File: src/rtl/fpu_seq_pkg.sv
// Shared definitions for the FPU issue sequencer: FSM encoding, FPU op codes
// and the per-operation latency lookup.
`timescale 1ns/1ps
package fpu_seq_pkg;

   // FSM encoding. The enum is the readable view for waveforms and checkers.
   // The localparams are the constants that the RTL compares against.
   typedef enum logic [1:0] {
      IDLE = 2'd0,
      BUSY = 2'd1,
      DONE = 2'd2
   } state_e;

   localparam logic [1:0] ST_IDLE = 2'd0;
   localparam logic [1:0] ST_BUSY = 2'd1;
   localparam logic [1:0] ST_DONE = 2'd2;

   // FPU operation codes. Bit 4 set marks the operation as an FPU operation.
   localparam logic [4:0] FADD   = 5'b10000;
   localparam logic [4:0] FSUB   = 5'b10001;
   localparam logic [4:0] FMUL   = 5'b10010;
   localparam logic [4:0] FDIV   = 5'b10011;
   localparam logic [4:0] FSQRT  = 5'b10100;
   localparam logic [4:0] FLE    = 5'b10101;
   localparam logic [4:0] FLT    = 5'b10110;
   localparam logic [4:0] FEQ    = 5'b10111;
   localparam logic [4:0] FSGNJ  = 5'b11000;
   localparam logic [4:0] FSGNJN = 5'b11001;
   localparam logic [4:0] FSGNJX = 5'b11010;
   localparam logic [4:0] FCVTSW = 5'b11100;
   localparam logic [4:0] FCVTWS = 5'b11101;

   // Latency in cycles for an op code. Compares, sign injection and any
   // unlisted FPU code fall through to the short misc latency.
   function automatic logic [3:0] lat_of(
      input logic [4:0] cont,
      input logic [3:0] add_l,
      input logic [3:0] mul_l,
      input logic [3:0] div_l,
      input logic [3:0] sqrt_l,
      input logic [3:0] cvt_l,
      input logic [3:0] misc_l
   );
      case (cont)
         FADD, FSUB:     lat_of = add_l;
         FMUL:           lat_of = mul_l;
         FDIV:           lat_of = div_l;
         FSQRT:          lat_of = sqrt_l;
         FCVTSW, FCVTWS: lat_of = cvt_l;
         default:        lat_of = misc_l;
      endcase
   endfunction

endpackage

File: src/rtl/fpu_lat_counter.sv
// 4-bit down counter that times one FPU operation. It loads the remaining
// cycle count at issue, decrements while the op is in flight, and flags zero.
`timescale 1ns/1ps
module fpu_lat_counter (
   input  logic       clk,
   input  logic       rst,
   input  logic       clr,
   input  logic       load,
   input  logic [3:0] load_val,
   input  logic       dec,
   output logic [3:0] cnt,
   output logic       zero
);

   // Priority order is clear, then load, then decrement. The count saturates at zero.
   always_ff @(posedge clk or posedge rst) begin
      if (rst) begin
         cnt <= 4'd0;
      end else if (clr) begin
         cnt <= 4'd0;
      end else if (load) begin
         cnt <= load_val;
      end else if (dec && (cnt != 4'd0)) begin
         cnt <= cnt - 4'd1;
      end
   end

   // Zero means the op retires at the next edge when the sequencer is busy.
   always_comb begin
      zero = (cnt == 4'd0);
   end

endmodule

File: src/rtl/fpu_sequencer.sv
// Multi-cycle issue controller for the FPU datapath. It holds one operation's
// operands and code stable at the FPU and times its latency. It captures the
// result and offers it to writeback. It stalls the pipeline while it is occupied.
//
// Handshakes:
//   request : an op transfers on a rising edge when req_valid & req_cont[4] &
//             req_ready & ~flush. req_ready is combinational and does not
//             depend on req_valid. Codes with bit 4 clear are not FPU ops and
//             are ignored entirely.
//   result  : res_valid/res_data/res_rd are held stable until writeback
//             consumes them on an edge with wb_ready=1. A new op may be
//             accepted on that same edge. flush kills both directions.
`timescale 1ns/1ps
module fpu_sequencer
   import fpu_seq_pkg::*;
#(
   parameter int unsigned ADD_LAT  = 3,
   parameter int unsigned MUL_LAT  = 2,
   parameter int unsigned DIV_LAT  = 10,
   parameter int unsigned SQRT_LAT = 7,
   parameter int unsigned CVT_LAT  = 2,
   parameter int unsigned MISC_LAT = 1
) (
   input  logic        clk,
   input  logic        rst,
   input  logic        req_valid,
   input  logic [4:0]  req_cont,
   input  logic [31:0] req_x1,
   input  logic [31:0] req_x2,
   input  logic [4:0]  req_rd,
   output logic        req_ready,
   output logic [31:0] fpu_x1,
   output logic [31:0] fpu_x2,
   output logic [4:0]  fpu_cont,
   input  logic [31:0] fpu_y,
   output logic        res_valid,
   output logic [31:0] res_data,
   output logic [4:0]  res_rd,
   input  logic        wb_ready,
   input  logic        flush,
   output logic        stall,
   output logic [1:0]  state_dbg
);

   localparam logic [3:0] ADD_L  = 4'(ADD_LAT);
   localparam logic [3:0] MUL_L  = 4'(MUL_LAT);
   localparam logic [3:0] DIV_L  = 4'(DIV_LAT);
   localparam logic [3:0] SQRT_L = 4'(SQRT_LAT);
   localparam logic [3:0] CVT_L  = 4'(CVT_LAT);
   localparam logic [3:0] MISC_L = 4'(MISC_LAT);

   logic [1:0]  state;
   logic [1:0]  state_nx;
   logic [31:0] x1_q;
   logic [31:0] x2_q;
   logic [4:0]  cont_q;
   logic [4:0]  rd_q;
   logic [31:0] res_data_q;

   logic        is_fpu;
   logic        accept;
   logic        retire;
   logic [3:0]  cnt;
   logic        cnt_zero;
   logic [3:0]  load_val;

   // Handshake terms, stall and the next-count value at issue.
   always_comb begin
      is_fpu    = req_cont[4];
      req_ready = (state == ST_IDLE) || ((state == ST_DONE) && wb_ready);
      accept    = req_valid && is_fpu && req_ready && !flush;
      retire    = (state == ST_BUSY) && cnt_zero;
      stall     = (state == ST_BUSY) ||
                  ((state == ST_DONE) && !wb_ready) ||
                  (req_valid && is_fpu && !req_ready);
      load_val  = lat_of(req_cont, ADD_L, MUL_L, DIV_L, SQRT_L, CVT_L, MISC_L) - 4'd1;
   end

   // Next state. flush overrides everything. DONE can reload directly to BUSY.
   always_comb begin
      state_nx = state;
      if (flush) begin
         state_nx = ST_IDLE;
      end else begin
         case (state)
            ST_IDLE: if (accept) state_nx = ST_BUSY;
            ST_BUSY: if (cnt_zero) state_nx = ST_DONE;
            ST_DONE: begin
               if (accept) begin
                  state_nx = ST_BUSY;
               end else if (wb_ready) begin
                  state_nx = ST_IDLE;
               end
            end
            default: state_nx = ST_IDLE;
         endcase
      end
   end

   // State, operand/tag latches and the captured result.
   always_ff @(posedge clk or posedge rst) begin
      if (rst) begin
         state      <= ST_IDLE;
         x1_q       <= 32'd0;
         x2_q       <= 32'd0;
         cont_q     <= 5'd0;
         rd_q       <= 5'd0;
         res_data_q <= 32'd0;
      end else begin
         state <= state_nx;
         if (accept) begin
            x1_q   <= req_x1;
            x2_q   <= req_x2;
            cont_q <= req_cont;
            rd_q   <= req_rd;
         end else if (state_nx == ST_IDLE) begin
            // An idle FPU sees a null op code.
            cont_q <= 5'd0;
         end
         if (retire && !flush) begin
            res_data_q <= fpu_y;
         end
      end
   end

   fpu_lat_counter u_cnt (
      .clk      (clk),
      .rst      (rst),
      .clr      (flush),
      .load     (accept),
      .load_val (load_val),
      .dec      (state == ST_BUSY),
      .cnt      (cnt),
      .zero     (cnt_zero)
   );

   // Output mapping. res_valid is a pure function of the state register.
   always_comb begin
      fpu_x1    = x1_q;
      fpu_x2    = x2_q;
      fpu_cont  = cont_q;
      res_rd    = rd_q;
      res_data  = res_data_q;
      res_valid = (state == ST_DONE);
      state_dbg = state;
   end

endmodule

File: config.mk
export PLATFORM = sky130hd
export DESIGN_NAME = fpu_sequencer
export DESIGN_NICKNAME = d
export VERILOG_FILES = /design/src/rtl/fpu_seq_pkg.sv /design/src/rtl/fpu_lat_counter.sv /design/src/rtl/fpu_sequencer.sv
export SDC_FILE = /design/constraint.sdc
export NUM_CORES = 1
export LEC_CHECK = 0
export CORE_MARGIN = 4
export CORE_UTILIZATION = 30
export CTS_CLUSTER_SIZE = 28
export DETAILED_ROUTE_END_ITERATION = 10
export SYNTH_ARGS = -nofsm -noshare
export SYNTH_HDL_FRONTEND = slang
export SYNTH_SLANG_ARGS = --single-unit
File: constraint.sdc
create_clock -name clk -period 4.2 [get_ports clk]
set_input_delay 0.84 -clock clk [delete_from_list [all_inputs] [get_ports clk]]
set_output_delay 0.84 -clock clk [all_outputs]
set_load 0.02 [all_outputs]
==> results.rst, run 1 <==
.. list-table::
   :header-rows: 1

   * - Metric
     - Value
   * - Status
     - completed
   * - Depth of the worst register-to-register path
     - 4
   * - R2r startpoint
     - state_dbg[0]
   * - Starting utilization of the core area
     - 30.8%
   * - DR pass1 iterations
     - 4
   * - Total Routing Usage GR
     - between 10% and 20%
   * - Layout cell share with drive strength beyond 1
     - approximately 25%
   * - Sum of routed wire length over all layers
     - 11300 µm
   * - Placement-stage worst setup slack
     - roughly 0.86 ns
   * - Area of all sequential standard cells
     - 2800 µm²
   * - Setup repair after global routing missed its margin
     - false
   * - Worst-case vdd ir drop
     - 238 µV
   * - Syn Inst Count
     - 280
   * - Critical Path End Type
     - primary output
   * - Arrival time at the worst endpoint
     - 2.48 ns
   * - Cell area power density
     - between 500 and 600 nW/µm²
   * - Met2 demand-to-capacity share in global routing
     - about a fifth
   * - Hold WC Path Type
     - flop to flop
   * - Wire length per cell after detailed routing
     - 16.4 µm
   * - Placer congestion estimate
     - 0.732
   * - Count of port buffers added during placement
     - 221
   * - GR met1 Demand/Resource
     - 15.0%
   * - Largest net degree at the start of global routing
     - between 60 and 70
   * - Vias in the first global route
     - 3299
   * - H-tree level count
     - 3
   * - Synth top area share
     - 62.0%
   * - Mean Syn Cell Area
     - 16.1 µm²
   * - Die Y
     - 131 µm
   * - Highest clock rate
     - 0.301 GHz
   * - Worst Setup Slack, final
     - 0.880 ns
   * - Post-DP HPWL
     - around 8500 µm
   * - Clock Latency Late Sink
     - roughly 0.35 ns
   * - Leading post-synthesis cells by cell area
     - sky130_fd_sc_hd__dfrtp_1 62%, sky130_fd_sc_hd__mux2_2 18%, sky130_fd_sc_hd__mux2_4 9.6%
   * - Wire length of the first global-routing pass
     - 17100 µm
   * - Number of antenna repair diodes
     - 0
   * - Synth area leader
     - sky130_fd_sc_hd__dfrtp_1
   * - Remaining DRCs
     - 0
   * - Data required time at the worst endpoint
     - 3.36 ns
   * - Core region area
     - 14600 µm²
   * - Global Route met3 Usage
     - 6.34%
   * - Critical path origin
     - wb_ready
   * - Sequential cell area fraction in the yosys report
     - 62.0%
   * - Synthesized-area fraction occupied by ao, oa, aoi and oai cells
     - 2.60%
   * - Category of the most critical setup path
     - input port to primary output
   * - First-iteration detailed-routing DRC count
     - 94
   * - Clock tree from TritonCTS
     - built
   * - Total gr overflow
     - 0
   * - Floorplan die area
     - 17100 µm²
   * - Clock input transition at the sequential cells of the worst setup and hold paths
     - 0.07 ns
   * - Number of maximum-capacitance constraint violations
     - 0
   * - Post-detailed-route count of antenna-violating nets
     - 0
   * - Simple-gate area share of the yosys netlist
     - 4.27%
   * - Number of filler cells placed in the layout
     - roughly 1300
   * - Initial antenna violation count
     - 0
   * - Final hold vios
     - 0
   * - Number of buffers added for setup after CTS
     - 0
   * - Layer with the highest usage
     - met2
   * - Bufs on Longest Clock Path
     - 2
   * - Final Hold Slack
     - 0.499 ns
   * - Vias per cell
     - 4.48
   * - Number of CTS-inserted buffers
     - 9
   * - Multiplexer share of the synthesized area
     - between 20 and 30%
   * - Area of the mapped netlist
     - 4520 µm²
   * - Critical Path Fanout Max
     - 5
   * - Arithmetic-cell share of the synthesized area counting full adders, half adders and majority gates
     - 0.277%
   * - Period utilisation layout
     - 79.0%
   * - Number of nets in the layout
     - just over 600
   * - Yosys reg bits
     - 112
   * - Final Skew
     - between 0.004 and 0.005 ns
   * - Floorplan row count
     - 44
   * - Most frequent cells in the layout
     - 221 x sky130_fd_sc_hd__clkdlybuf4s50_1, 112 x sky130_fd_sc_hd__dfrtp_1, 72 x sky130_fd_sc_hd__mux2_2, 29 x sky130_fd_sc_hd__mux2_4, 9 x sky130_fd_sc_hd__clkbuf_16
   * - Hold-fix buffers, CTS
     - 0
   * - Post-synth ARST share
     - 100%
   * - Number of flops mapped to enable cells by yosys
     - 0
   * - XOR/XNOR share of the synthesized area
     - 0.194%
   * - Endpoint of the worst register-to-register path
     - res_data[15]
   * - Tightest Pin Transition
     - between 1 and 1.5 ns
   * - Leading cell type in the layout, fill and taps excluded
     - sky130_fd_sc_hd__clkdlybuf4s50_1
   * - Number of nets produced by synthesis
     - 392
   * - Cts repair resizes
     - 0
   * - Detailed-route via count
     - between 3000 and 4000
   * - TNS Setup
     - 0 ns
   * - Horizontal die dimension
     - 131 µm
   * - Root buffer cell
     - sky130_fd_sc_hd__clkbuf_16
   * - Predominant post-synthesis flop cell
     - sky130_fd_sc_hd__dfrtp_1
   * - Distinct cell type count after synthesis
     - 34
   * - Final setup violation count
     - 0
   * - Final-report max-slew violation count
     - 0
   * - Type of origin of the critical path
     - input port
   * - Clock sinks
     - 112
   * - I/O pin count
     - 222
   * - Total number of yosys warnings
     - 0
   * - Relative slew slack
     - 30.4%
   * - Total area of multi-input combinational cells
     - 1600 µm²
   * - Relative area change from synthesis to final layout
     - 58.7%
   * - Static leakage power
     - 3.02 nW
   * - Main combinational cell family by area after synthesis
     - multiplexers
   * - Time the worst path needs with I/O delays and setup
     - ~3.3 ns
   * - Register-to-Register Setup Slack
     - 1.60 ns
   * - Endpoint of the worst setup timing path
     - stall
==> worst min path at each step <==
stage                  from           end  cells past startpoint  slack, ns
2_1_floorplan  u_cnt.cnt[3]  u_cnt.cnt[3]                      2       0.54
3_3_place_gp   res_data[31]  res_data[31]                      1       0.49
3_5_place_dp    fpu_cont[1]   fpu_cont[1]                      1       0.49
4_1_cts         fpu_cont[2]   fpu_cont[2]                      1       0.50
5_1_grt           fpu_x2[1]     fpu_x2[1]                      1       0.51
6_report        fpu_cont[2]   fpu_cont[2]                      1       0.50
==> registers in the layout, summed over array words and instances (netlist names) <==
signal and count:
fpu_cont 5, fpu_x1 32, fpu_x2 32, res_data 32, res_rd 5, state_dbg 2, u_cnt.cnt 4
==> worst max-delay path: stages <==
cell and delay (ns):
sky130_fd_sc_hd__clkdlybuf4s50_1 0.43, sky130_fd_sc_hd__nor2b_1 0.29, sky130_fd_sc_hd__nor2_1 0.09, sky130_fd_sc_hd__a31oi_1 0.20
sky130_fd_sc_hd__clkdlybuf4s50_1 0.64
==> logic make-up (layout without fill, tap and decap cells) <==
group / after synthesis / after routing
flops: 112 / 112
simple gates: 32 / 32
compound gates: 17 / 17
buf+inv: 15 / 241
xor+xnor: 1 / 1
mux: 102 / 102
fa+ha+maj: 1 / 1
==> cells in the mapped netlist, types with 2 or more instances <==
cell / n
sky130_fd_sc_hd__a211oi_1: 2
sky130_fd_sc_hd__buf_2: 5
sky130_fd_sc_hd__o21ai_0: 2
sky130_fd_sc_hd__nor2b_1: 3
sky130_fd_sc_hd__mux2_4: 29
sky130_fd_sc_hd__nand3b_1: 2
sky130_fd_sc_hd__nor3_1: 4
sky130_fd_sc_hd__mux2_2: 72
sky130_fd_sc_hd__a22o_1: 4
sky130_fd_sc_hd__or3_1: 4
sky130_fd_sc_hd__nor2_1: 4
sky130_fd_sc_hd__nor4_1: 2
sky130_fd_sc_hd__clkbuf_1: 4
sky130_fd_sc_hd__nand2_1: 5
sky130_fd_sc_hd__buf_6: 2
sky130_fd_sc_hd__or3b_2: 2
sky130_fd_sc_hd__a21oi_1: 4
sky130_fd_sc_hd__buf_12: 3
sky130_fd_sc_hd__dfrtp_1: 112
==> stage by stage <==
step	util (%)	instances	cell area, µm²	power, mW
after floorplan	-	280	4520	2.30
after global placement	47.0	674	6880	3.08
after detailed placement	47.0	674	6880	3.10
after CTS	48.9	690	7170	3.95
after global routing	48.9	690	7170	4.08
final	48.9	690	7170	3.87
==> layer usage <==
layer  vias up  wire length [µm]
met5         -                 0
met4         0               174
met3        15              1230
met2       131              5490
met1      1500              4450
li1       1442                 -
==> where the power goes <==
group	leakage (nW)	switching (mW)	internal, mW
logic	1.53	0.656	0.877
clock network	0.135	0.379	0.435
registers	1.35	0.155	1.37
==> area by class of cell <==
class	instances	share of cell area, %
inverters	1	0.0873
flip-flops and latches	112	39.1
clock inverters	4	0.402
clock buffers	12	3.58
multi-input cells	153	22.3
repair buffers	224	31.4
well taps	184	3.21
No activity file was read; power rests on OpenSTA's default activity.
==> run 2: changes to the inputs <==
- clock period: 4.2 -> 2.89 ns (I/O delays scaled with it)
==> results.rst, run 2 (synthesis gave the netlist of run 1 again) <==
.. list-table::
   :header-rows: 1

   * - Metric
     - Value
   * - Status
     - completed
   * - Leading cell type in the layout, fill and taps excluded
     - sky130_fd_sc_hd__clkdlybuf4s50_1
   * - Vias per cell
     - 4.58
   * - Floorplan die area
     - approximately 17000 µm²
   * - Worst-case vdd ir drop
     - about 280 µV
   * - Most used cell, CP
     - sky130_fd_sc_hd__clkdlybuf4s50_1
   * - Hold-fix buffers, CTS
     - 0
   * - Number of antenna repair diodes
     - 0
   * - Post-detailed-route count of antenna-violating nets
     - 0
   * - Final setup violation count
     - 0
   * - Tightest Pin Transition
     - 0.669 ns
   * - Cts repair resizes
     - 0
   * - Final-report max-slew violation count
     - 0
   * - Crit path max-delay cell type
     - sky130_fd_sc_hd__clkdlybuf4s50_1
   * - Total Routing Usage GR
     - about 14%
   * - Setup repair after global routing missed its margin
     - false
   * - Cell area power density
     - about 780 nW/µm²
   * - TNS Setup
     - 0 ns
   * - Root buffer cell
     - sky130_fd_sc_hd__clkbuf_16
   * - I/O pin count
     - 222
   * - Clock input transition at the sequential cells of the worst setup and hold paths
     - approximately 0.070 ns
   * - Bufs on Longest Clock Path
     - 2
   * - Post-DP HPWL
     - between 8000 and 9000 µm
   * - Worst Setup Slack, final
     - ~0.17 ns
   * - Wire length per cell after detailed routing
     - 16.7 µm
   * - Final standard cell area without fillers
     - 7260 µm²
   * - Horizontal die dimension
     - between 100 and 150 µm
   * - CP Cell Sequence
     - clkdlybuf4s50_1 > nor2b_2 > nor2_1 > a31oi_1 > clkdlybuf4s50_1
   * - Die Y
     - 131 µm
   * - DR pass1 iterations
     - 4
   * - Relative slew slack
     - 55.3%
   * - Time the worst path needs with I/O delays and setup
     - 2.72 ns
   * - Number of buffers added for setup after CTS
     - 0
   * - Period utilisation layout
     - between 90% and 100%
   * - Wire length of the first global-routing pass
     - 18200 µm
   * - Arrival time at the worst endpoint
     - 2.14 ns
   * - Highest clock rate
     - 0.368 GHz
   * - First-iteration detailed-routing DRC count
     - 69
   * - Detailed-route via count
     - 3205
   * - Sum of routed wire length over all layers
     - 11700 µm
   * - Remaining DRCs
     - 0
   * - Largest net degree at the start of global routing
     - 54
   * - Count of port buffers added during placement
     - approximately 220
   * - Core region area
     - 14600 µm²
   * - Critical Path Fanout Max
     - 5
   * - Starting utilization of the core area
     - 30.8%
   * - Final Skew
     - 0.00501 ns
   * - Clock tree from TritonCTS
     - built
   * - Data required time at the worst endpoint
     - 2.31 ns
   * - Layout cell share with drive strength beyond 1
     - 26.9%
   * - Number of filler cells placed in the layout
     - 1293
   * - Floorplan row count
     - 44
   * - Layout Cells excl Fill
     - 700
   * - Placement-stage worst setup slack
     - -0.120 ns
   * - Relative area change from synthesis to final layout
     - 60.8%
   * - Clock Latency Late Sink
     - around 0.34 ns
   * - Most frequent cells in the layout
     - 221 x sky130_fd_sc_hd__clkdlybuf4s50_1, 112 x sky130_fd_sc_hd__dfrtp_1, 72 x sky130_fd_sc_hd__mux2_2, 29 x sky130_fd_sc_hd__mux2_4, 12 x sky130_fd_sc_hd__buf_4
   * - Hold WC Path Type
     - flop to flop
   * - Static leakage power
     - 3.07 nW
   * - Total placed instance area
     - 6980 µm²
   * - Count of placed standard cells including taps
     - 685
   * - Number of nets in the layout
     - roughly 620
   * - Number of maximum-capacitance constraint violations
     - 0
   * - Type of origin of the critical path
     - input port
   * - Number of CTS-inserted buffers
     - 9
   * - Clock sinks
     - 112
   * - Placer congestion estimate
     - roughly 0.74
   * - Category of the most critical setup path
     - input port to primary output
   * - Final hold vios
     - 0
   * - Slowest Stage Delay on Critical Path
     - between 0.6 and 0.7 ns
   * - Critical Path End Type
     - primary output
   * - Total gr overflow
     - 0
   * - Vias in the first global route
     - 3457
   * - Initial antenna violation count
     - 0
   * - H-tree level count
     - 3
## run 2: changes by cell type in the layout (fill, tap and decap cells not counted)
cell                       delta
sky130_fd_sc_hd__buf_4       +10
sky130_fd_sc_hd__nor2b_1      -1
sky130_fd_sc_hd__clkinv_2     -1
sky130_fd_sc_hd__clkbuf_1     -1
sky130_fd_sc_hd__buf_12       +1
sky130_fd_sc_hd__nor2b_2      +1
sky130_fd_sc_hd__clkbuf_8     -1
sky130_fd_sc_hd__inv_4        -1
sky130_fd_sc_hd__inv_6        +1
sky130_fd_sc_hd__clkinv_4     +2
## run 2: layout make-up
class                           instances  area (µm²)  share of cell area (%)
Tap cell                              184         230                    3.17
Multi-Input combinational cell        153        1600                    22.0
Clock inverter                          5        42.5                   0.586
Timing Repair Buffer                  235        2340                    32.3
Inverter                                1        7.51                   0.103
Clock buffer                           10         239                    3.29
Sequential cell                       112        2800                    38.6
## run 2: worst max-delay path: cells and delay by family
kind	cells	cell delay (ns)
buffers and inverters	2	1.07
AND/OR/NAND/NOR	2	0.32
AO/OA/AOI/OAI	1	0.16
## run 2: power breakdown
part | total (mW) | switching (mW) | internal [mW]
clock network | 1.19 | 0.574 | 0.612
logic | 2.24 | 0.956 | 1.29
registers | 2.22 | 0.227 | 1.99
## run 2: final timing paths
check                                   from      endpoint  slack (ns)  cells past startpoint
worst min-delay path             fpu_cont[1]   fpu_cont[1]        0.50                      1
min in group asynchronous                rst  res_data[16]        0.68                      2
worst min register to register   fpu_cont[1]   fpu_cont[1]        0.50                      1
max in group asynchronous                rst     fpu_x1[4]        1.51                      3
worst max-delay path                wb_ready         stall        0.17                      5
worst max register to register  state_dbg[0]  u_cnt.cnt[2]        0.52                      7
## run 2: metrics by stage
| step | power [mW] | hold slack, ns | utilization (%) |
|---|---|---|---|
| final | 5.65 | 0.500 | 49.6 |
| after global routing | 5.96 | 0.522 | 49.6 |
| after CTS | 5.75 | 0.509 | 49.6 |
| after detailed placement | 4.52 | 0.485 | 47.7 |
| after global placement | 4.49 | 0.485 | 47.7 |
| after floorplan | 3.34 | 0.536 | - |
## run 2: layer usage
layer,vias to the layer above,GRT usage [%],part of all wire (%)
li1,1468,-,-
met5,-,0,0
met4,0,5.81,2.3
met1,1590,15.8,39
met2,130,22.8,50
met3,17,5.08,9.3
==> run 3: changes to the inputs <==
- ABC_AREA: unset -> 1
- PLACE_DENSITY: unset -> 0.65
- RECOVER_POWER: unset -> 25
- clock period: 2.89 -> 2.35 ns (I/O delays scaled with it)
==> results.rst, run 3 <==
.. list-table::
   :header-rows: 1

   * - Metric
     - Value
   * - Time the worst path needs with I/O delays and setup
     - 2.25 ns
   * - Post-DP HPWL
     - 9460 µm
   * - Leading cell type in the layout, fill and taps excluded
     - sky130_fd_sc_hd__nand2_1
   * - Floorplan row count
     - 44
   * - Vias per cell
     - roughly 4.4
   * - Tightest Pin Transition
     - 1.50 ns
   * - Count of port buffers added during placement
     - 221
   * - Failing checks
     - max-slew violations
   * - Floorplan die area
     - between 15000 and 20000 µm²
   * - I/O pin count
     - 222
   * - Layout cell share with drive strength beyond 1
     - under 10%
   * - Setup repair after global routing missed its margin
     - false
   * - Starting utilization of the core area
     - 30.8%
   * - Highest clock rate
     - 0.445 GHz
   * - Fraction of power consumed by the clock network
     - roughly a fifth
   * - Number of maximum-capacitance constraint violations
     - 0
   * - Number of filler cells placed in the layout
     - 1323
   * - Yosys reg bits
     - 112
   * - Number of nets in the layout
     - 792
   * - Hold Path Origin
     - fpu_cont[4]
   * - Area of the mapped netlist
     - ~4500 µm²
   * - Hold WC Path Type
     - flop to flop
   * - Depth of the worst register-to-register path
     - 11
   * - Count of placed standard cells including taps
     - about 850
   * - Largest net degree at the start of global routing
     - 113
   * - Type of origin of the critical path
     - input port
   * - Core region area
     - 14600 µm²
   * - CP Cell Sequence
     - clkdlybuf4s50_1 > inv_1 > nand2_1 > nand2_1 > inv_1 > clkdlybuf4s50_1
   * - Wire length per cell after detailed routing
     - about 14 µm
   * - DR pass1 iterations
     - 4
   * - Sum of routed wire length over all layers
     - between 10000 and 15000 µm
   * - Initial antenna violation count
     - 0
   * - Leading post-synthesis cells by cell area
     - sky130_fd_sc_hd__dfrtp_1 62%, sky130_fd_sc_hd__nand2_1 20%, sky130_fd_sc_hd__mux2_1 7.3%
   * - Critical path origin
     - wb_ready
   * - Internal portion of total power
     - 4.56 mW
   * - Total Routing Usage GR
     - between 10% and 20%
   * - Final-report max-slew violation count
     - 103
   * - Clock sinks
     - 112
   * - H-tree level count
     - 3
   * - Total gr overflow
     - 0
   * - Distinct cell type count after synthesis
     - 27
   * - Combined buffer and inverter count along the critical path
     - 4
   * - Remaining DRCs
     - 0
   * - Post-detailed-route count of antenna-violating nets
     - 0
   * - Depth of the critical timing path with buffers and inverters included
     - 6
   * - Endpoint of the worst register-to-register path
     - u_cnt.cnt[2]
   * - Slowest Stage Delay on Critical Path
     - 0.60 ns
   * - Post-synth ARST share
     - between 90% and 100%
   * - Status
     - complete, but fails checks
   * - Clock input transition at the sequential cells of the worst setup and hold paths
     - 0.07 ns
   * - Final Skew
     - 0.00599 ns
   * - Horizontal die dimension
     - 130 µm
   * - Final setup violation count
     - 0
   * - Category of the most critical setup path
     - input port to primary output
   * - Most frequent cells in the layout
     - 235 x sky130_fd_sc_hd__nand2_1, 220 x sky130_fd_sc_hd__clkdlybuf4s50_1, 112 x sky130_fd_sc_hd__dfrtp_1, 29 x sky130_fd_sc_hd__mux2_1, 12 x sky130_fd_sc_hd__inv_1
   * - Cell type group with the largest total delay on the critical path
     - buffers and inverters
   * - Syn Inst Count
     - 457
   * - Power consumption
     - 6.81 mW
   * - Total number of yosys warnings
     - 0
   * - Relative area change from synthesis to final layout
     - 60.2%
   * - Net switching fraction of the power
     - 33.1%
   * - Proportion of power drawn by flip-flops and latches
     - 40.4%
   * - Final hold vios
     - 0
   * - Register-to-Register Setup Slack
     - 0.56 ns
   * - Critical Path Fanout Max
     - 3
   * - Synth area leader
     - sky130_fd_sc_hd__dfrtp_1
   * - Number of CTS-inserted buffers
     - 9
   * - R2r startpoint
     - state_dbg[1]
   * - Critical Path End Type
     - primary output
   * - Cell area power density
     - 947 nW/µm²
   * - Relative slew slack
     - -0.260%
   * - Root buffer cell
     - sky130_fd_sc_hd__clkbuf_16
   * - Wire length of the first global-routing pass
     - 19500 µm
   * - First-iteration detailed-routing DRC count
     - about 100
   * - Hold-fix buffers, CTS
     - 0
   * - Layout Cells excl Fill
     - 869
   * - Static leakage power
     - 3.41 nW
   * - Bufs on Longest Clock Path
     - 2
   * - Worst-case vdd ir drop
     - 461 µV
   * - Number of flops mapped to enable cells by yosys
     - 0
   * - Clock tree from TritonCTS
     - built
   * - Utilization after layout
     - 49.3%
   * - Most used standard cell by instance count after synthesis
     - sky130_fd_sc_hd__nand2_1
   * - Data required time at the worst endpoint
     - 1.88 ns
   * - Detailed-route via count
     - 3799
   * - Predominant post-synthesis flop cell
     - sky130_fd_sc_hd__dfrtp_1
   * - Number of nets produced by synthesis
     - 569
   * - Clock Latency Late Sink
     - 0.34 ns
   * - Net load switching power
     - ~2.3 mW
   * - Number of antenna repair diodes
     - 0
   * - Crit path max-delay cell type
     - sky130_fd_sc_hd__clkdlybuf4s50_1
   * - Endpoint of the worst setup timing path
     - req_ready
   * - Vias in the first global route
     - roughly 4000
   * - Placer congestion estimate
     - 0.752
   * - Mean Syn Cell Area
     - between 9 and 10 µm²
   * - Period utilisation layout
     - between 90% and 100%
   * - Proportion of power drawn by combinational gates
     - 38.7%
   * - Die Y
     - 130 µm
   * - Arrival time at the worst endpoint
     - 1.78 ns
   * - Synth top area share
     - between 60% and 70%
   * - Sequential cell area fraction in the yosys report
     - 62.4%
   * - List of most frequent post-synthesis cells
     - 235 x sky130_fd_sc_hd__nand2_1, 112 x sky130_fd_sc_hd__dfrtp_1, 29 x sky130_fd_sc_hd__mux2_1
-- run 3: cell count changes in the layout (fill, tap and decap cells not counted), moves of 6 or more --
cell and change:
sky130_fd_sc_hd__mux2_1 +29, sky130_fd_sc_hd__mux2_2 -69, sky130_fd_sc_hd__inv_1 +12, sky130_fd_sc_hd__nand2_1 +230, sky130_fd_sc_hd__mux2_4 -29, sky130_fd_sc_hd__nor2_1 +6
sky130_fd_sc_hd__nand3_1 +10
-- run 3: repair_timing --
item / CTS / global route
resized for setup: 1 / 0
setup buffers: 0 / 0
endpoints found under the hold margin: 0 / 0
endpoints found under the setup margin: 1 / 0
-- run 3: cells by family after synthesis --
family / Yosys count / synth area share [%]
flip-flops: 112 / 62.4
AO/OA/AOI/OAI: 8 / 1.00
buffers and inverters: 37 / 4.10
adder cells (fa/ha/maj): 1 / 0.279
AND/OR/NAND/NOR: 267 / 24.2
multiplexers: 32 / 8.03
-- run 3: layout make-up --
| type | instances | area, µm² | area share [%] |
|---|---|---|---|
| well taps | 184 | 230 | 3.20 |
| multi-input cells | 308 | 1510 | 21.0 |
| clock buffers | 11 | 243 | 3.38 |
| flip-flops and latches | 112 | 2800 | 39.0 |
| inverters | 18 | 72.6 | 1.01 |
| repair buffers | 231 | 2300 | 32.0 |
| clock inverters | 5 | 32.5 | 0.452 |
-- run 3: worst reg2reg max path: cells and delay by family, from the launching register on --
kind	cells	cell delay (ns)
flip-flops	1	0.42
AND/OR/NAND/NOR	7	0.81
buffers and inverters	2	0.20
AO/OA/AOI/OAI	1	0.06
adder cells (fa/ha/maj)	1	0.19
-- run 3: layer usage --
layer / global-route usage, % / part of all wire, % / vias to the layer above
li1: - / - / 1872
met1: 17.6 / 42 / 1765
met2: 24.6 / 48 / 145
met3: 3.97 / 7.8 / 17
met4: 5.26 / 1.8 / 0
met5: 0 / 0 / -
-- run 3: power groups by stage --
stage / combinational (mW) / sequential (mW) / clock, mW
CTS: 2.68 / 2.76 / 1.49
floorplan: 0.558 / 3.42 / 0
global route: 2.82 / 2.82 / 1.56
detailed placement: 2.68 / 2.79 / 0
global placement: 2.64 / 2.77 / 0
finish: 2.64 / 2.75 / 1.42
-- run 3: metrics by stage --
stage | hold slack (ns) | area [µm²] | TNS, ns | setup slack [ns]
after global routing | 0.506 | 7190 | 0 | 0.0414
final | 0.478 | 7190 | 0 | 0.104
after CTS | 0.484 | 7200 | 0 | 0.0938
after floorplan | 0.512 | 4490 | 0 | 0.523
after global placement | 0.461 | 6930 | 0 | 0.00325
after detailed placement | 0.464 | 6930 | -0.0704 | -0.0524
-- run 3: worst min path at each step --
stage               cells after the start      endpoint
floorplan                               2  u_cnt.cnt[2]
global placement                        2     fpu_x2[5]
detailed placement                      2     fpu_x2[5]
CTS                                     2     fpu_x2[5]
global route                            2    fpu_x2[27]
finish                                  2   fpu_cont[4]
